[config.mk]
export PLATFORM = sky130hd
export DESIGN_NAME = pixel_plot_sink
export DESIGN_NICKNAME = d
export VERILOG_FILES = /design/src/rtl/pixel_plot_sink.sv
export SDC_FILE = /design/constraint.sdc
export NUM_CORES = 1
export LEC_CHECK = 0
export CAP_MARGIN = 20
export CORE_ASPECT_RATIO = 0.7
export CORE_MARGIN = 2
export CORE_UTILIZATION = 25
export CTS_CLUSTER_SIZE = 10
export DETAILED_ROUTE_END_ITERATION = 7
export PLACE_DENSITY = 0.51
export SETUP_SLACK_MARGIN = 0.2
export SLEW_MARGIN = 20
export SYNTH_ARGS = -nofsm -noshare
export SYNTH_HDL_FRONTEND = slang
export SYNTH_SLANG_ARGS = --single-unit
export TNS_END_PERCENT = 1
[constraint.sdc]
create_clock -name Clock -period 3.5 [get_ports Clock]
set_input_delay 0.7 -clock Clock [delete_from_list [all_inputs] [get_ports Clock]]
set_output_delay 0.7 -clock Clock [all_outputs]
set_load 0.02 [all_outputs]
[src/rtl/pixel_plot_sink.sv]
// pixel_plot_sink: buffers clipped pixel plots in a small FIFO and drains them to frame-buffer RAM.
// Optional colour-key discard when TRANSPARENT_KEY_EN is defined.
module pixel_plot_sink #(
    parameter int H_RES      = 320,
    parameter int V_RES      = 240,
    parameter int FIFO_DEPTH = 4,
    parameter int ADDR_W     = 17,
    parameter int COLOUR_W   = 6
`ifdef TRANSPARENT_KEY_EN
    , parameter logic [COLOUR_W-1:0] KEY_COLOUR = 6'b11_00_11
`endif
) (
    input  logic                Clock,
    input  logic                Resetn,
    input  logic                plotIn,
    input  logic [8:0]          xIn,
    input  logic [7:0]          yIn,
    input  logic [COLOUR_W-1:0] colourIn,
    input  logic                clearStatus,
`ifdef TRANSPARENT_KEY_EN
    input  logic                keyEnable,
`endif
    input  logic                memBusy,
    output logic                memWe,
    output logic [ADDR_W-1:0]   memAddr,
    output logic [COLOUR_W-1:0] memData,
    output logic                fifoFull,
    output logic                overflow,
    output logic [7:0]          droppedCount
);
    localparam int PW = $clog2(FIFO_DEPTH);

    typedef enum logic {IDLE, WRITE} stateT;
    stateT state, nextState;

    logic [PW-1:0]       rdPtr, wrPtr;
    logic [PW:0]         count, nextCount;
    logic [ADDR_W-1:0]   addrMem [FIFO_DEPTH];
    logic [COLOUR_W-1:0] colourMem [FIFO_DEPTH];
    logic [ADDR_W-1:0]   pixAddr;
    logic                keyed, inRange, pop, push, lost, drop;

    generate
        if (H_RES == 320) begin : g_shift
            assign pixAddr = (ADDR_W'(yIn) << 8) + (ADDR_W'(yIn) << 6) + ADDR_W'(xIn);
        end else begin : g_mul
            assign pixAddr = ADDR_W'(yIn) * ADDR_W'(H_RES) + ADDR_W'(xIn);
        end
    endgenerate

`ifdef TRANSPARENT_KEY_EN
    assign keyed = keyEnable && colourIn == KEY_COLOUR;
`else
    assign keyed = 1'b0;
`endif

    // A pop in the same cycle frees a slot, so a push into a full FIFO is still accepted.
    always_comb begin
        inRange   = 32'(xIn) < H_RES && 32'(yIn) < V_RES;
        pop       = count != '0 && !memBusy;
        push      = plotIn && !keyed && inRange && (!fifoFull || pop);
        lost      = plotIn && !keyed && inRange && fifoFull && !pop;
        drop      = (plotIn && !keyed && !inRange) || lost;
        nextCount = count + (PW+1)'(push) - (PW+1)'(pop);
    end

    always_ff @(posedge Clock or negedge Resetn)
        if (!Resetn) state <= IDLE;
        else         state <= nextState;

    always_comb nextState = pop ? WRITE : IDLE;

    always_comb memWe = state == WRITE;

    always_ff @(posedge Clock)
        if (push) begin
            addrMem[wrPtr]   <= pixAddr;
            colourMem[wrPtr] <= colourIn;
        end

    always_ff @(posedge Clock or negedge Resetn)
        if (!Resetn) begin
            rdPtr        <= '0;
            wrPtr        <= '0;
            count        <= '0;
            fifoFull     <= 1'b0;
            memAddr      <= '0;
            memData      <= '0;
            overflow     <= 1'b0;
            droppedCount <= '0;
        end else begin
            if (push) wrPtr <= wrPtr + PW'(1);
            if (pop) begin
                rdPtr   <= rdPtr + PW'(1);
                memAddr <= addrMem[rdPtr];
                memData <= colourMem[rdPtr];
            end
            count    <= nextCount;
            fifoFull <= nextCount == (PW+1)'(FIFO_DEPTH);
            if (clearStatus) begin
                overflow     <= 1'b0;
                droppedCount <= '0;
            end else begin
                if (lost) overflow <= 1'b1;
                if (drop && droppedCount != 8'hFF) droppedCount <= droppedCount + 8'd1;
            end
        end
endmodule

After elaboration in Yosys (flattened, before gate mapping) --
Memories as Yosys holds them, arrays and structs flattened. A register that Yosys moved wholly into a read port is not among the register bits. Cells that the tools add are included.
Word-level totals: memories 2, flip-flop bits (word level) 18, bits of input ports 28, RAM bits 92
Memories:
- addrMem | depth 4, width 17, rd ports 1, clocked after Yosys merged registers in 1, wr ports 1, RTL line 38 | logic [ADDR_W-1:0] addrMem [FIFO_DEPTH];
- colourMem | depth 4, width 6, rd ports 1, clocked after Yosys merged registers in 1, wr ports 1, RTL line 39 | logic [COLOUR_W-1:0] colourMem [FIFO_DEPTH];
Cells by class: eq/ne operators 2, magnitude comparators 2, muxes and demuxes 7, reduce and logical (&&, ||, !) cells 19, add/sub/neg operators 7
Operators by type and width (count):
- $add A16 B14 Y17 | 1
- $add A17 B9 Y17 | 1
- $mux W8 | 2
- $lt A9 B9 Y1 const B | 1
- $add A8 B1 Y8 const B | 1
- $logic_and A1 B1 Y1 | 8
- $lt A8 B8 Y1 const B | 1
- $ne A8 B8 Y1 const B | 1
- $logic_not A1 Y1 | 6
- $mux W1 | 5
- $add A2 B1 Y2 const B | 2
- $reduce_bool A2 Y1 | 2
- $add A3 B1 Y3 | 1
- $eq A3 B3 Y1 const B | 1
- $reduce_bool A3 Y1 | 1
- $sub A3 B1 Y3 | 1
- $logic_or A1 B1 Y1 | 2

Longest topological paths before layout --
Gate-level depths: netlist of the first run.
word-level depth 9, gate-level depth with buffers 13, depth with buffers taken out 12

Worst setup path before layout of the first run --
No wires, ideal clock.
path kind input to register, start point input xIn[7], end point register fifoFull, data arrival time 2.908 ns, buffers on the path 1, cell stages on the path 13, path slack 0.504 ns, path through o21a_1 a41oi_4 and3_1 buf_2 inv_1 ha_1 inv_1 ha_1 inv_1 fa_1 xnor2_1 xnor2_1 nor3b_1
Between the ends: longest elaborated chain between the ends 7
RTL lines:
- start: declaration | RTL line 16 | input logic [8:0] xIn,
- $lt A9 B9 Y1 | RTL line 59 | inRange = 32'(xIn) < H_RES && 32'(yIn) < V_RES;
- $logic_and A1 B1 Y1 | RTL line 59
- $logic_and A1 B1 Y1 (2 in series) | RTL line 61 | push = plotIn && !keyed && inRange && (!fifoFull || pop);
- $add A3 B1 Y3 | RTL line 64 | nextCount = count + (PW+1)'(push) - (PW+1)'(pop);
- $sub A3 B1 Y3 | RTL line 64
- named net nextCount[2] | RTL line 37 | logic [PW:0] count, nextCount;
- $eq A3 B3 Y1 | RTL line 99 | fifoFull <= nextCount == (PW+1)'(FIFO_DEPTH);
- end signal: assignment | RTL line 99
- end: declaration | RTL line 27 | output logic fifoFull,
The timed path passes the listed nets, and every way through them passes these cells. A chain may end at the register's enable or synchronous reset.

Worst setup path after layout of the first run --
start point input xIn[8], end point memory addrMem[1][14] (data pin)
Between the ends: longest elaborated chain between the ends 1
RTL lines:
- $add A17 B9 Y17 | RTL line 45 | assign pixAddr = (ADDR_W'(yIn) << 8) + (ADDR_W'(yIn) << 6) + ADDR_W'(xIn);
- named net pixAddr[14] | RTL line 40 | logic [ADDR_W-1:0] pixAddr;
- end: declaration | RTL line 38
The timed path passes the listed nets, and every way through them passes these cells.

==> qor.csv, run 1 <==
stage,metric,value,unit
sta,layout_worst_path_cycle_share,0.851,
floorplan,rows,46,
grt,grt_pass1_wl,18000,microns
synthesis,synth_most_common_cell,edfxtp_1,
synthesis,ys_ff_latch,133,
sta,whs,287,ps
floorplan,die_h,131,microns
floorplan,boundaryPins,62,
finish,area_growth,28.8,%
sta,tightest_slew,884,ps
clock_tree,cts-buffers-inserted,17,
detailed_routing,vias_per_cell,4.16,
synthesis,synth_cell_type_count,45,
detailed_routing,dr.pass1.iters,4,
sta,tns,0,ps
finish,fill_cells,2215,
setup_path,r2r_end,fifoFull,
setup_path,crit_path_start_kind,primary input,
synthesis,ys_top_cells_by_count,"edfxtp_1 (92), dfrtp_1 (41), mux2_2 (25), mux4_2 (23), ha_1 (22)",
place,io_buffers,61,
grt,grt_overflow,0,
detailed_routing,ant_nets,0,
synthesis,syn_nets,378,
clock_tree,h-tree-depth,4,
synthesis,synth_top_area_frac,0.483,
detailed_routing,met3_length,542,microns
setup_path,path_max_fanout,4,
clock_tree,cts-root-buf,clkbuf_16,
setup_path,crit_required,3700,ps
synthesis,synth_largest_area_cell,edfxtp_1,
place,numPlacedInstances,702,
detailed_routing,drcViolationCount,0,
sta,rsz0062_at_grt,no,
sta,clock-skew-final,7.71,ps
detailed_routing,wl_met1,5640,microns
clock_tree,clock-sinks,133,
detailed_routing,met2_length,5280,microns
pwr,power,5620,uW
sta,final-hold-violation-count,0,
floorplan,initial_core_util,0.253,
synthesis,syn_inst,325,
floorplan,dieWidth,185,microns
finish,fin_cells,734,
setup_path,r2r-start,count[1],
setup_path,worstSetupPathType,in2reg,
pwr,ir_drop,0.000381,V
finish,post-route-cell-area,7370,sq um
synthesis,synth_area,5720,sq um
clock_tree,post_cts_buffers,0,
grt,grt_max_degree,42,
finish,multi_input_area,1820,sq um
synthesis,synth-main-ff-cell,edfxtp_1,
grt,groute.usage.overall,0.104,
finish,drive_above_1_share,0.242,
place,dpl.hpwl,7790,microns
floorplan,dieArea,24100,sq um
finish,nets,462,
sta,relSlewSlack,0.411,
run,maxCapViolCount,0,
synthesis,synth.area.top_cells,"edfxtp_1 (48%), dfrtp_1 (18%), mux4_2 (9.1%)",
hold_path,min-delay-path-class,in2async,
finish,antenna_cells,0,
sta,fmax,336,MHz
place,placed_cell_area,6770,sq um
detailed_routing,post_drt_wl_per_cell,15.8,microns
finish,area.sequential,3790,sq um
clock_tree,cts_buffer_depth,2,
synthesis,synth_edf_count,92,
clock_tree,clk_latency,420,ps
detailed_routing,finalWirelength,11600,microns
detailed_routing,vias,3052,
sta,setup_violations,0,
setup_path,reg2regPathDepth,12,
pwr,p_leak,0.00268,uW
setup_path,crit_arrival,3180,ps
run_status,status,"finished, final reports clean",
synthesis,async_reset_ff_frac,0.308,
grt,grt_pass1_vias,3137,
pwr,p_per_area,763,nW/um^2
grt,antenna_found_initial,0,
place,gp_congestion,0.782,
synthesis,avgSynthCellArea,17.6,sq um
floorplan,core,22600,sq um
sta,period_needed,2980,ps
clock_tree,cts_tree,built,
setup_path,cp-end-kind,flip-flop,
synthesis,synth_seq_area_share,0.663,
detailed_routing,drt-initial-drc-count,110,
detailed_routing,highest_layer,met4,
clock_tree,clkTransAtPathRegs,60,ps
sta,maxSlewViolCount,0,
setup_path,regToRegSetupSlack,970,ps
clock_tree,holdBufCountCts,0,
synthesis,yosys_warnings,0,
[sequential cells by signal, indices dropped and copies added (netlist names), 2 cells and up]
| signal | count |
|---|---|
| droppedCount | 8 |
| count | 3 |
| wrPtr | 2 |
| memAddr | 17 |
| colourMem | 24 |
| memData | 6 |
| addrMem | 68 |
| rdPtr | 2 |
[cells in the final DEF (no fill, tap or decap), types with 8 or more instances in the layout]
cell	Yosys	final
clkdlybuf4s50_1	0	60
clkbuf_16	0	17
mux2_2	25	25
ha_1	22	22
buf_4	0	15
dfrtp_1	41	40
nor2_1	8	8
nand2_1	8	8
inv_1	17	17
xnor2_1	8	8
edfxtp_1	92	92
nor2b_1	8	8
mux4_2	23	23
[area by class of cell]
type / instances / area share
timing repair buffer: 75 / 0.0968
tap: 312 / 0.0530
sequential: 133 / 0.514
clock buffer: 22 / 0.0630
clock inverter: 10 / 0.0175
multi-input combinational: 165 / 0.247
inverter: 17 / 0.00866
[how the worst max path moves through the flow]
stage	endpoint	depth (start not counted)	start	slack, ps
after floorplan	fifoFull	13	xIn[7]	500
after global placement	addrMem[0][14]	9	xIn[8]	90
after detailed placement	addrMem[0][14]	9	xIn[8]	-60
after CTS	addrMem[1][14]	9	xIn[8]	370
after global routing	addrMem[1][14]	9	xIn[8]	360
final	addrMem[1][14]	9	xIn[8]	520
[kinds of logic (layout without fill, tap and decap cells)]
kind of cell / after synthesis / in the layout / synth area share
mux: 55 / 55 / 0.153
xor+xnor: 11 / 11 / 0.0169
flops: 133 / 133 / 0.663
compound gates: 25 / 25 / 0.0381
simple gates: 49 / 49 / 0.0488
fa+ha+maj: 25 / 25 / 0.0586
buf+inv: 27 / 124 / 0.0217
[power by group]
part           leakage, uW  internal, uW  total (uW)  switching (uW)
Clock             0.000289          1150        1780             628
Combinational      0.00105           836        1540             704
Sequential         0.00134          2060        2300             246
Total              0.00268          4040        5620            1580
[metal layers]
| metal | up-vias | global-route usage |
|---|---|---|
| li1 | 1413 | - |
| met3 | 14 | 0.0402 |
| met4 | 0 | 0.0364 |
| met5 | - | 0 |
| met1 | 1561 | 0.136 |
| met2 | 64 | 0.159 |
[through the flow]
stage	setup slack [ps]	utilization
finish	520	0.327
detailed placement	-63.4	0.300
global route	362	0.327
floorplan	504	-
global placement	94.2	0.300
CTS	372	0.326
[worst max-delay path, cell delays in order]
cell and delay (ps):
clkdlybuf4s50_1 480, inv_1 70, fa_1 610, inv_1 60, ha_1 290, a21o_1 170
a21oi_1 220, o221ai_1 200, a311oi_2 380
[timing repair]
action                                  CTS  global route
gates resized for setup                   0             1
endpoints found under the setup margin    0             4
endpoints found under the hold margin     0             0
Note: power is estimated with default switching activity, not from simulation.
==> run 2: changes to the inputs <==
--- a/config.mk
+++ b/config.mk
@@ -13,7 +13,6 @@
 export DETAILED_ROUTE_END_ITERATION = 7
 export PLACE_DENSITY = 0.51
 export SETUP_SLACK_MARGIN = 0.2
-export SLEW_MARGIN = 20
 export SYNTH_ARGS = -nofsm -noshare
 export SYNTH_HDL_FRONTEND = slang
 export SYNTH_SLANG_ARGS = --single-unit
==> constraint.sdc (replaced) <==
create_clock -name Clock -period 3.2 [get_ports Clock]
set_input_delay 0.64 -clock Clock [delete_from_list [all_inputs] [get_ports Clock]]
set_output_delay 0.64 -clock Clock [all_outputs]
set_load 0.02 [all_outputs]
==> run 2 against run 1 <==
Against the previous run:
- global-route usage is 0.12 points lower
- worst setup slack worse by 130 ps
- clock-buffer cell count is 2 lower
- die area stayed put
- power is 14% higher
- via count is 0.52% lower
- first-iteration DRC count is 66% higher
- critical path depth is 1 higher
- non-clock buffer count is 13 higher
- clock power is 23% higher
- sequential power is 9.6% higher
- sequential share of layout area is 1.2 points lower
==> qor.csv, run 2 (synthesis gave the netlist of run 1 again) <==
stage,metric,value,unit,change
run_status,status,"finished, final reports clean",,
finish,post-route-cell-area,7540,sq um,+2.4%
finish,nets,475,,+2.8%
sta,layout_worst_path_cycle_share,0.877,,
place,placed_cell_area,6860,sq um,+1.4%
finish,largest_registers,"addrMem (68), colourMem (24), memAddr (17)",,
detailed_routing,dr.pass1.iters,4,,unchanged
sta,rsz0062_at_grt,no,,
clock_tree,clkTransAtPathRegs,60,ps,about the same
place,gp_congestion,0.740,,-5.4%
place,io_buffers,61,,unchanged
sta,tightest_slew,874,ps,-9.56 ps
finish,final_common_cell,edfxtp_1,,
clock_tree,h-tree-depth,4,,unchanged
floorplan,dieArea,24100,sq um,unchanged
clock_tree,cts_buffer_depth,2,,unchanged
finish,antenna_cells,0,,unchanged
setup_path,slowest_delay,590,ps,-20 ps
setup_path,r2r-start,count[1],,
grt,grt_pass1_vias,3191,,+1.7%
pwr,p_per_area,851,nW/um^2,+12%
detailed_routing,drcViolationCount,0,,unchanged
floorplan,dieWidth,185,microns,unchanged
setup_path,path_max_fanout,4,,unchanged
setup_path,worstSetupPathType,in2reg,,
setup_path,r2r_end,fifoFull,,
finish,final_util,0.334,,+0.00771
detailed_routing,vias_per_cell,4.06,,-2.3%
clock_tree,cts-buffers-inserted,17,,unchanged
sta,fmax,356,MHz,
finish,fin_cells,747,,+1.8%
sta,final-hold-violation-count,0,,unchanged
place,dpl.hpwl,7760,microns,-0.42%
hold_path,min-delay-path-class,in2async,,
setup_path,regToRegSetupSlack,660,ps,-310 ps
clock_tree,clk_latency,410,ps,about the same
setup_path,critPathTopFamily,adder cells,,
sta,tns,0,ps,unchanged
setup_path,critPathSlowestCell,fa_1,,
setup_path,path_cells,"clkdlybuf4s50_1, inv_1, fa_1, inv_1, ha_1, a21o_1, a21oi_1, o221ai_1, a311oi_1, buf_4",,
floorplan,die_h,131,microns,unchanged
floorplan,boundaryPins,62,,unchanged
setup_path,crit_top_cell,inv_1,,
sta,clock-skew-final,11.3,ps,+3.55 ps
clock_tree,holdBufCountCts,0,,unchanged
grt,grt_overflow,0,,unchanged
setup_path,cp-end-kind,flip-flop,,
grt,groute.usage.overall,0.103,,-0.00116
detailed_routing,drt-initial-drc-count,183,,+66%
grt,grt_pass1_wl,18000,microns,+0.12%
detailed_routing,finalWirelength,11400,microns,-1.6%
finish,area_growth,31.9,%,
clock_tree,cts-root-buf,clkbuf_16,,
pwr,p_leak,0.00277,uW,+3.5%
finish,multi_input_area,1820,sq um,about the same
floorplan,initial_core_util,0.253,,unchanged
floorplan,core,22600,sq um,unchanged
setup_path,crit_required,3480,ps,-220 ps
setup_path,critPathBufInv,4,,+1
clock_tree,clock-sinks,133,,unchanged
finish,fill_cells,2197,,-0.81%
grt,grt_max_degree,27,,-36%
setup_path,reg2regPathDepth,12,,unchanged
finish,largest_reg_flops,68,,unchanged
detailed_routing,vias,3036,,-0.52%
finish,drive_above_1_share,0.271,,+0.0296
sta,setup_violations,0,,unchanged
finish,regMostFlops,addrMem,,
sta,period_needed,2810,ps,
sta,relSlewSlack,0.417,,+0.00638
finish,area.sequential,3790,sq um,unchanged
clock_tree,cts_tree,built,,
floorplan,rows,46,,unchanged
detailed_routing,ant_nets,0,,unchanged
pwr,ir_drop,0.000410,V,+7.7%
run,maxCapViolCount,0,,unchanged
grt,antenna_found_initial,0,,unchanged
detailed_routing,post_drt_wl_per_cell,15.3,microns,-3.3%
finish,layout_common_cells,"edfxtp_1 (92), clkdlybuf4s50_1 (60), dfrtp_1 (40)",,
sta,maxSlewViolCount,0,,unchanged
place,numPlacedInstances,715,,+1.9%
setup_path,crit_path_start_kind,primary input,,
setup_path,crit_arrival,3080,ps,-100 ps
[run 2: cell count changes in the layout (fill, tap and decap cells not counted), moves of 2 or more]
cell,before,now
buf_4,15,27
bufinv_16,3,6
clkinv_1,2,0
clkinv_2,3,1
clkinv_4,1,3
[run 2: cell type report]
class	count	area share
flip-flops and latches	133	0.503
inverters	17	0.00846
clock buffers	20	0.0592
repair buffers	88	0.107
well taps	312	0.0518
multi-input cells	165	0.241
clock inverters	12	0.0300
[run 2: repair_timing]
item,4_1_cts,5_1_grt
endpoints found under the setup margin,0,1
setup buffers,0,0
gates resized for setup,0,1
endpoints found under the hold margin,0,0
[run 2: routing by layer]
layer / vias up / GRT usage / routed length [microns]
li1: 1438 / - / -
met2: 59 / 0.163 / 5290
met4: 0 / 0.0350 / 119
met5: - / 0 / 0
met3: 9 / 0.0358 / 558
met1: 1530 / 0.132 / 5460
[run 2: worst reg2reg max path, cell delays in order (launching register included)]
cell and delay [ps]:
dfrtp_1 430, nor3_2 340, o21ai_2 110, and3_1 200, inv_1 60, ha_1 210, inv_1 60, ha_1 130
inv_1 50, fa_1 400, xnor2_1 170, xnor2_1 150, nor3b_2 170
[run 2: worst max-delay path by stage]
stage                     startpoint        endpoint  slack, ps  cells past startpoint
after CTS                     xIn[6]        fifoFull        360                     13
after global routing          xIn[6]        fifoFull        240                     13
final                         xIn[8]  addrMem[2][14]        390                     10
after detailed placement      xIn[6]        fifoFull        -80                     13
after floorplan               xIn[7]        fifoFull        260                     13
after global placement        xIn[8]  addrMem[0][14]        -10                     10
[run 2: per-stage QoR]
step	setup WS (ps)	power (uW)	hold slack, ps
detailed placement	-78.7	4320	495
finish	393	6420	181
global route	237	6770	195
global placement	-13.9	4270	491
floorplan	264	3590	344
CTS	359	6530	180
[run 2: power by group]
| part | internal, uW | switching (uW) | leakage (uW) |
|---|---|---|---|
| sequential | 2250 | 274 | 0.00134 |
| clock | 1480 | 703 | 0.000320 |
| combinational | 942 | 765 | 0.00111 |
==> run 3: changes to the inputs <==
==> constraint.sdc (replaced) <==
create_clock -name Clock -period 3.2 [get_ports Clock]
set_input_delay 0.64 -clock Clock [delete_from_list [all_inputs] [get_ports Clock]]
set_output_delay 0.64 -clock Clock [all_outputs]
set_load 0.1 [all_outputs]
==> run 3 against run 2 <==
Against the previous run:
- worst hold slack got worse by 78 ps
- power up 9.4%
- die area is the same
- clock skew decreased by 2.6 ps
- final cell count stayed put
- global-route usage is 0.10 points higher
- routed wire length grew 2.5%
- utilization shrank 0.79 points
- first-iteration DRC count fell by 9.3%
- combinational power grew 53%
- non-clock buffer count did not move
- critical path type unchanged
- highest routed layer unchanged
==> qor.csv, run 3 (synthesis gave the netlist of run 1 again) <==
stage,metric,value,unit,change
grt,grt_pass1_wl,18200,microns,+1.2%
pwr,seqPwrFrac,0.362,,-0.031
detailed_routing,post_drt_wl_per_cell,15.7,microns,+2.5%
sta,layout_worst_path_cycle_share,0.882,,+0.00449
setup_path,path_max_fanout,4,,unchanged
pwr,p_per_area,954,nW/um^2,+12%
detailed_routing,drt-initial-drc-count,166,,-9.3%
clock_tree,cts_resized,0,,unchanged
floorplan,dieArea,24100,sq um,unchanged
finish,nets,475,,unchanged
finish,final_util,0.326,,-0.00793
setup_path,crit_required,3360,ps,-120 ps
finish,antenna_cells,0,,unchanged
finish,largest_reg_flops,68,,unchanged
clock_tree,holdBufCountCts,0,,unchanged
clock_tree,clkTransAtPathRegs,60,ps,about the same
setup_path,worstSetupPathType,in2reg,,
clock_tree,cts_buffer_depth,2,,unchanged
detailed_routing,ant_nets,0,,unchanged
place,dpl.hpwl,7860,microns,+1.3%
sta,whs,103,ps,-77.7 ps
clock_tree,cts-root-buf,clkbuf_16,,
sta,tns,0,ps,unchanged
detailed_routing,dr.pass1.iters,4,,unchanged
sta,clock-skew-final,8.66,ps,-2.61 ps
sta,period_needed,2820,ps,+14.4 ps
sta,setup_violations,0,,unchanged
sta,fmax,354,MHz,-0.51%
clock_tree,cts_tree,built,,
floorplan,boundaryPins,62,,unchanged
floorplan,die_h,131,microns,unchanged
setup_path,cp-end-kind,flip-flop,,
detailed_routing,vias,3084,,+1.6%
sta,tightest_slew,897,ps,+23.2 ps
detailed_routing,drcViolationCount,0,,unchanged
grt,grt_pass1_vias,3230,,+1.2%
run_status,status,"finished, final reports clean",,
pwr,p_leak,0.00277,uW,-0.16%
hold_path,min-delay-path-class,in2async,,
finish,largest_registers,"addrMem (68), colourMem (24), memAddr (17)",,
floorplan,rows,46,,unchanged
finish,area_growth,28.8,%,
clock_tree,clk_latency,420,ps,about the same
finish,regMostFlops,addrMem,,
run,maxCapViolCount,0,,unchanged
setup_path,slowest_delay,500,ps,-90 ps
finish,layout_common_cells,"edfxtp_1 (92), buf_4 (60), dfrtp_1 (39)",,
setup_path,crit_arrival,2980,ps,-100 ps
pwr,p_int,4210,uW,-10%
finish,drive_above_1_share,0.352,,+0.0805
pwr,p_switching,2810,uW,+61%
sta,rsz0062_at_grt,no,,
detailed_routing,finalWirelength,11700,microns,+2.5%
sta,relSlewSlack,0.402,,-0.0155
clock_tree,post_cts_buffers,0,,unchanged
setup_path,critPathTopFamily,adder cells,,
grt,grt_overflow,0,,unchanged
grt,antenna_found_initial,0,,unchanged
setup_path,path_cells,"clkdlybuf4s50_1, inv_1, fa_1, buf_4, fa_1, nor2b_1, o21a_1, nor2_1, xnor2_1",,
setup_path,crit_top_cell,fa_1,,
place,io_buffers,61,,unchanged
setup_path,crit_path_start_kind,primary input,,
setup_path,critPathBufInv,3,,-1
setup_path,critPathSlowestCell,fa_1,,
detailed_routing,vias_per_cell,4.13,,+1.6%
pwr,combPwrFrac,0.371,,+0.105
clock_tree,cts-buffers-inserted,17,,unchanged
finish,final_common_cell,edfxtp_1,,
floorplan,core,22600,sq um,unchanged
clock_tree,clock-sinks,133,,unchanged
grt,grt_max_degree,42,,+56%
pwr,swShare,0.400,,+0.129
sta,final-hold-violation-count,0,,unchanged
floorplan,initial_core_util,0.253,,unchanged
place,gp_congestion,0.804,,+8.7%
pwr,p_clk_frac,0.266,,-0.075
sta,maxSlewViolCount,0,,unchanged
grt,groute.usage.overall,0.104,,+0.00101
clock_tree,h-tree-depth,4,,unchanged
pwr,ir_drop,0.000394,V,-3.9%
floorplan,dieWidth,185,microns,unchanged
[run 3: changes by cell type in the layout (fill, tap and decap cells not counted), moves of 2 or more]
cell             before  now
clkbuf_1              2    0
buf_4                27   60
inv_8                 0    2
bufinv_16             6    1
clkdlybuf4s50_1      60   26
inv_6                 0    5
[run 3: path summary, 6_finish.rpt]
| path | from | to | slack, ps | cells past startpoint |
|---|---|---|---|---|
| max | xIn[8] | addrMem[1][11] | 380 | 9 |
| min | Resetn | memAddr[14] | 100 | 1 |
| max reg2reg | count[1] | fifoFull | 640 | 12 |
| min reg2reg | memData[4] | memData[4] | 510 | 1 |
| max in group asynchronous | Resetn | fifoFull | 2590 | 2 |
| min in group Clock | memData[4] | memData[4] | 510 | 1 |
[run 3: power groups by stage]
stage	clock network (uW)	logic (uW)	registers, uW
global route	2000	2760	2610
floorplan	0	992	3570
CTS	1930	2650	2560
global placement	0	2620	2570
detailed placement	0	2640	2600
finish	1870	2610	2540
[run 3: final cells by class]
class                      instances  area, sq um
clock buffer                      17          425
clock inverter                    15          145
fill                            2211        15200
inverter                          17         63.8
multi-input combinational        165         1810
sequential                       133         3790
tap                              312          390
timing repair buffer              88          736
[run 3: through the flow]
step           std cells  area, sq um  total power, uW  setup WS, ps
6_report             747         7360             7020           379
5_1_grt              747         7360             7360           205
4_1_cts              746         7340             7150           378
3_5_place_dp         714         6770             5240         -58.7
3_3_place_gp         714         6770             5190         -18.5
2_1_floorplan        325         5720             4560           260
[run 3: metal layers]
layer  track usage  share of wire  vias up
met4        0.0406          0.012        0
met2         0.161           0.46       56
li1              -              -     1449
met1         0.139           0.49     1565
met5             0              0        -
met3        0.0291          0.035       14
[run 3: worst reg2reg max path, delay by kind of cell, from the launching register on]
family                   cells  cell delay [ps]
adder cells (fa/ha/maj)      3              730
AND/OR/NAND/NOR              3              710
flip-flops                   1              430
XOR/XNOR                     2              330
buffers and inverters        3              160
AO/OA/AOI/OAI                1              110
